File: src/rtl/rv32_multicycle_ctrl.sv
// Multicycle RV32 control FSM: fetch/decode/execute/memory/writeback sequencing,
// one-hot instruction classing, memory wait timeout and retired-instruction counting.
module rv32_multicycle_ctrl #(
  parameter int TIMEOUT = 15
) (
  input  logic        clk,
  input  logic        rst_n,
  input  logic [6:0]  opcode,
  input  logic        mem_ack,
  output logic        mem_req,
  output logic        mem_we,
  output logic        ir_load,
  output logic [9:0]  code,
  output logic        alu_sel_B,
  output logic        reg_we,
  output logic        pc_we,
  output logic [31:0] instret,
  output logic        illegal,
  output logic        timeout
);

  typedef enum logic [2:0] {
    BOOT,
    FETCH,
    DECODE,
    EXEC,
    MEM,
    WB,
    TRAP
  } state_t;

  state_t      state_q, state_d;
  logic [9:0]  code_q;
  logic [9:0]  dec_code;
  logic [7:0]  wait_q;
  logic [31:0] instret_q;
  logic        illegal_q;
  logic        timeout_q;
  logic        timeout_set;
  logic        wait_expired;

  always_comb begin
    dec_code = '0;
    case (opcode)
      7'b1101111: dec_code = 10'h001;
      7'b1100111: dec_code = 10'h002;
      7'b0110111: dec_code = 10'h004;
      7'b0010111: dec_code = 10'h008;
      7'b1100011: dec_code = 10'h010;
      7'b0110011: dec_code = 10'h020;
      7'b0100011: dec_code = 10'h040;
      7'b0010011: dec_code = 10'h080;
      7'b0000011: dec_code = 10'h100;
      7'b1110011: dec_code = 10'h200;
      default:    dec_code = '0;
    endcase
  end

  // The cycle that would bring the wait count up to TIMEOUT traps, unless acked.
  assign wait_expired = (({1'b0, wait_q} + 9'd1) == 9'(TIMEOUT));

  always_ff @(posedge clk or negedge rst_n) begin
    if (!rst_n) begin
      state_q <= BOOT;
    end else begin
      state_q <= state_d;
    end
  end

  always_comb begin
    state_d     = state_q;
    mem_req     = 1'b0;
    mem_we      = 1'b0;
    ir_load     = 1'b0;
    reg_we      = 1'b0;
    pc_we       = 1'b0;
    timeout_set = 1'b0;
    case (state_q)
      BOOT: state_d = FETCH;
      FETCH: begin
        mem_req = 1'b1;
        if (mem_ack) begin
          ir_load = 1'b1;
          state_d = DECODE;
        end else if (wait_expired) begin
          timeout_set = 1'b1;
          state_d     = TRAP;
        end
      end
      DECODE: state_d = (dec_code == '0) ? TRAP : EXEC;
      EXEC: begin
        if (code_q[4]) begin
          pc_we   = 1'b1;
          state_d = FETCH;
        end else if (code_q[6] || code_q[8]) begin
          state_d = MEM;
        end else begin
          state_d = WB;
        end
      end
      MEM: begin
        mem_req = 1'b1;
        mem_we  = code_q[6];
        if (mem_ack) begin
          pc_we   = code_q[6];
          state_d = code_q[6] ? FETCH : WB;
        end else if (wait_expired) begin
          timeout_set = 1'b1;
          state_d     = TRAP;
        end
      end
      WB: begin
        reg_we  = 1'b1;
        pc_we   = 1'b1;
        state_d = FETCH;
      end
      TRAP: state_d = TRAP;
      default: state_d = TRAP;
    endcase
  end

  always_ff @(posedge clk or negedge rst_n) begin
    if (!rst_n) begin
      code_q    <= '0;
      wait_q    <= '0;
      instret_q <= '0;
      illegal_q <= 1'b0;
      timeout_q <= 1'b0;
    end else begin
      if (state_q == DECODE) begin
        code_q <= dec_code;
        if (dec_code == '0) illegal_q <= 1'b1;
      end
      if (timeout_set) timeout_q <= 1'b1;
      instret_q <= instret_q + {31'd0, pc_we};
      // Count restarts on every fresh entry into a memory-wait state.
      if ((state_d != state_q) && ((state_d == FETCH) || (state_d == MEM))) begin
        wait_q <= '0;
      end else if (mem_req && !mem_ack) begin
        wait_q <= wait_q + 8'd1;
      end
    end
  end

  assign code      = code_q;
  assign alu_sel_B = ~(code_q[4] | code_q[5]);
  assign instret   = instret_q;
  assign illegal   = illegal_q;
  assign timeout   = timeout_q;

endmodule
File: config.mk
export PLATFORM = sky130hd
export DESIGN_NAME = rv32_multicycle_ctrl
export DESIGN_NICKNAME = d
export VERILOG_FILES = /design/src/rtl/rv32_multicycle_ctrl.sv
export SDC_FILE = /design/constraint.sdc
export NUM_CORES = 1
export LEC_CHECK = 0
export CORE_UTILIZATION = 53
export DETAILED_ROUTE_END_ITERATION = 10
export PLACE_DENSITY = 0.92
export SLEW_MARGIN = 20
export SYNTH_ARGS = -nofsm -noshare
export SYNTH_HDL_FRONTEND = slang
export SYNTH_SLANG_ARGS = --single-unit
File: constraint.sdc
create_clock -name clk -period 3.6 [get_ports clk]
set_clock_uncertainty 0.15 [all_clocks]
set_input_delay 0.54 -clock clk [delete_from_list [all_inputs] [get_ports clk]]
set_output_delay 0.54 -clock clk [all_outputs]
set_load 0.01 [all_outputs]
# [Word level (Yosys, flattened, before mapping)]
# Index checks and enable logic that the tools add are counted.
# W data, S select, Z words.
[totals] word_cells=63 out_inout_bits=50 inputBits=10 register_bits=55
[op_classes] n_bitwise=2 reduce_logical=11 eq_ne=19 addsub=3 mux=22
[ops] op="$pmux W10 S10" count=1
[ops] op="$add A32 B1 Y32" count=1
[ops] op="$eq A7 B7 Y1 const B" count=4
[ops] op="$eq A7 B6 Y1 const B" count=3
[ops] op="$mux W3" count=6
[ops] op="$mux W8" count=2
[ops] op="$pmux W3 S5" count=1
[ops] op="$eq A7 B5 Y1 const B" count=2
[ops] op="$mux W1" count=11
[ops] op="$logic_not A10 Y1" count=1
[ops] op="$add A8 B1 Y9 const B" count=1
[ops] op="$eq A3 B3 Y1 const B" count=3
[ops] op="$eq A9 B4 Y1 const B" count=1
[ops] op="$add A8 B1 Y8 const B" count=1
[ops] op="$eq A7 B2 Y1 const B" count=1
[ops] op="$eq A3 B1 Y1 const B" count=2
[ops] op="$eq A3 B2 Y1 const B" count=2
[ops] op="$reduce_or A2 Y1" count=2
[ops] op="$logic_not A3 Y1" count=1
[ops] op="$ne A3 B3 Y1" count=1
[ops] op="$pmux W1 S3" count=1
[ops] op="$logic_and A1 B1 Y1" count=2
[ops] op="$logic_or A1 B1 Y1" count=2
[ops] op="$reduce_and A2 Y1" count=1
[ops] op="4 further kinds" count=4

# [Depth between registers and ports, before layout]
[depth] depth_word=9 ltp_mapped=12 ltp_nobuf=10

# [Worst setup path before layout]
# Ideal clock, no wire load.
[synth_timing] kind="register to register" start="reg state_q[1]" end="reg instret_q[26], in the netlist instret[26]" t_required_ns=3.324 path_stages_with_launch=12 period_less_slack_ns=2.643 arrival_time_ns=2.366 setup_slack_ns=0.957 setup_time_ns=0.126 path_buffers=2 path_cell_list="dfrtp_1 -> clkbuf_1 -> nand2b_1 -> o21ai_1 -> ha_1 -> ha_1 -> nand2_1 -> nor3_1 -> and2_1 -> clkbuf_1 -> nand3_1 -> xnor2_1"
[synth_via] elab_chain_len=3 elab_cells_between_ends=5 classes_between="1 x add/sub; 3 x eq/ne; 1 x mux"
[synth_lines] item="start, declared" line_no="32" source="state_t state_q, state_d;"
[synth_lines] item="start signal, assigned" line_no="66" source="state_q <= state_d;"
[synth_lines] item="$eq A3 B3 Y1 / $eq A3 B2 Y1 (equally long branches)" line_no="78" source="case (state_q)"
[synth_lines] item="$pmux W1 S3 (*)" line_no="78"
[synth_lines] item="net pc_we" line_no="16" source="output logic pc_we,"
[synth_lines] item="$add A32 B1 Y32 (*)" line_no="135" source="instret_q <= instret_q + {31'd0, pc_we};"
[synth_lines] item="end signal, assigned" line_no="135"
[synth_lines] item="end, declared" line_no="36" source="logic [31:0] instret_q;"
# Mark *: on every way through the listed nets, which the timed path passes. The rest lies on a longest branch.
# A chain may end at the register's enable or synchronous reset.

# [Worst setup path after layout]
[layout_timing] start="in mem_ack" end="reg instret_q[22], in the netlist instret[22]"
[layout_via] elab_chain_len=3
[layout_lines] item="start, declared" line_no="9" source="input logic mem_ack,"
[layout_lines] item="$mux W1" line_no="104" source="if (mem_ack) begin"
[layout_lines] item="$pmux W1 S3" line_no="78"
[layout_lines] item="$add A32 B1 Y32" line_no="135"
# No other way between the ends.

==> flow_summary.json <==
{
  "wl_um": 5600,
  "synth_top_area_cell": "dfrtp_1",
  "clock_power_share": 0.233,
  "grtUsageTotal": 0.233,
  "internal-power_uw": 1190,
  "yosysWarnings": 0,
  "async_flop_share": 1.00,
  "muxShareOfSynthArea": 0,
  "path_clk_slew_ns": 0.10,
  "endpoint_kind": "flop",
  "dpl_cell_area_mm2": 0.00328,
  "slew_violations": 0,
  "design_area_mm2": 0.00339,
  "cp.required_ns": 3.65,
  "drcViolationCount": 0,
  "grt_antenna_before_repair": 0,
  "max-cap-violations": 0,
  "nFillCells": 355,
  "chipWidth_um": 72.6,
  "worst_path_largest_cell_delay_ns": 0.57,
  "synth_area_per_cell_um2": 10.2,
  "dp_hpwl_um": 4070,
  "leakagePower_uw": 0.00143,
  "path_cells": "clkdlybuf4s50_1 -> and2_1 -> nor2_1 -> o21ai_1 -> ha_1 -> ha_1 -> nand2_1 -> nor3_1 -> and2_1 -> nand3_1 -> xnor2_1",
  "nets": 331,
  "synth-edff-count": 0,
  "drive_gt1_frac": 0.0409,
  "synthXorXnorAreaFrac": 0.133,
  "tightest_slew_ns": 0.932,
  "num_rows": 25,
  "grt_pass1_wl_um": 9480,
  "post-cts-setup-buffer-count": 0,
  "worstPathBufferInverterCount": 1,
  "synth-simple-area-share": 0.241,
  "insertion_delay_ns": 0.31,
  "yosys-top-cells-area": "dfrtp_1 52%, xnor2_1 7.6%, xor2_1 5.6%",
  "synthCells": 258,
  "wl_per_cell_um": 14.5,
  "grt-ovfl-total": 0,
  "min_period_over_period": 0.837,
  "synth-compound-area-share": 0.0635,
  "io_buffers": 59,
  "synth_seq_cells": 55,
  "regToRegSetupSlack_ns": 0.69,
  "synthAdderAreaFrac": 0.0190,
  "synth_top_family_by_area": "simple AND/OR/NAND/NOR gates",
  "power_switching_uw": 627,
  "rsz0062_at_grt": "no",
  "final_hold_viol_count": 0,
  "core_mm2": 0.00475,
  "setup-tns-final_ns": 0,
  "cpLargestDelayFamily": "simple AND/OR/NAND/NOR gates",
  "synth-seq-area-share": 0.521,
  "h-tree-depth": 2,
  "p_seq_frac": 0.443,
  "root_buffer": "clkbuf_8",
  "setup_viol": 0,
  "status": "finished clean",
  "cts.repair.resized": 0,
  "die_h_um": 72.6,
  "firstDrtPassIters": 4,
  "clockBufferDepth": 2,
  "yosysUniqueCellTypes": 37,
  "cts.sinks": 55,
  "hold_class": "in2async",
  "cts_tree": "built",
  "crit_fanout": 6,
  "grt_max_degree": 35,
  "cp_data_arrival_time_ns": 3.07,
  "syn-num-nets": 272,
  "ios": 60,
  "synth_top_cell_area_share": 0.521,
  "area_delta_synth_final_pct": 28.6,
  "start_util": 0.555,
  "drt_iter0_drc": 171,
  "min_period_ns": 3.01,
  "numCtsBuffers": 5,
  "slew_headroom": 0.374,
  "hold_buffers": 0,
  "clock.fmax_mhz": 332,
  "start_kind": "primary input",
  "vdd_drop_max_uv": 437,
  "num_antenna_cells": 0,
  "syn_area_mm2": 0.00264,
  "fp.dieArea_mm2": 0.00527,
  "final_common_cell": "clkdlybuf4s50_1",
  "grt_pass1_vias": 2009,
  "path_class": "in2reg",
  "vias": 2138,
  "swShare": 0.346,
  "p_comb_frac": 0.324,
  "ant_nets": 0,
  "viasPerCell": 5.55,
  "slowest_stage": "clkdlybuf4s50_1",
  "pwr_density_cell_mw_per_mm2": 534,
  "place_congestion": 0.814,
  "synth_top_flop_cell": "dfrtp_1",
  "mostFrequentLayoutCells": "58 x clkdlybuf4s50_1, 55 x dfrtp_1, 29 x nand2_1, 23 x xnor2_1, 19 x nand3_1"
}
-- power by group through the flow --
stage | combinational, uW | sequential [uW] | clock, uW
CTS | 592 | 800 | 427
detailed placement | 583 | 813 | 0
global route | 644 | 815 | 457
floorplan | 358 | 793 | 0
finish | 588 | 803 | 422
global placement | 555 | 806 | 0
-- registers in the layout (all words and copies together) (netlist names) --
register / count
wait_q: 8
state_q: 3
instret: 32
timeout: 1
illegal: 1
code: 10
-- routing by layer --
metal  up-vias  track usage  wire length (um)
met2        59        0.390              2840
met4         0       0.0806                62
li1       1018            -                 -
met1      1052        0.304              2490
met3         9       0.0428               206
met5         -            0                 0
-- path summary, 6_finish.rpt --
| path | startpoint | to | depth (start not counted) |
|---|---|---|---|
| setup / recovery | mem_ack | instret[22] | 11 |
| hold / removal | rst_n | code[6] | 1 |
| setup reg to reg | state_q[0] | instret[22] | 10 |
| hold reg to reg | instret[31] | instret[31] | 1 |
| max in group asynchronous | rst_n | wait_q[6] | 2 |
| min in group clk | instret[31] | instret[31] | 1 |
-- final cells by class --
type	instances	area, um2	share of cell area
tap	67	83.8	0.0247
timing repair buffer	60	593	0.175
multi-input combinational	191	1210	0.356
inverter	4	15.0	0.00442
clock buffer	5	68.8	0.0203
sequential	55	1380	0.405
clock inverter	3	47.5	0.0140
-- stage by stage --
stage,setup WS (ns),hold WS [ns],total power [uW],instances,util
5_1_grt,0.304,0.190,1920,385,0.714
4_1_cts,0.593,0.154,1820,385,0.714
2_1_floorplan,0.957,0.0944,1150,258,-
6_report,0.587,0.135,1810,385,0.714
3_5_place_dp,0.331,0.313,1400,377,0.689
3_3_place_gp,0.496,0.309,1360,377,0.688
-- cell families (layout without fill, tap and decap cells) --
group                      after synthesis  count (layout)
and+or+nand+nor                        122             122
DFF                                     55              55
xor gates and xnor gates                40              40
AOI/OAI and AO/OA                       25              25
buffers and inverters                   12              72
adders and majority gates                4               4
-- cells in the mapped netlist (6+ instances only) --
master    number
nor2_1        16
xnor2_1       23
clkbuf_1       6
nor3_1        14
and3_1         7
o21ai_1        9
dfrtp_1       55
nand3_1       19
xor2_1        17
nand4_1        8
nand2_1       29
(Power assumes the default switching activity.)
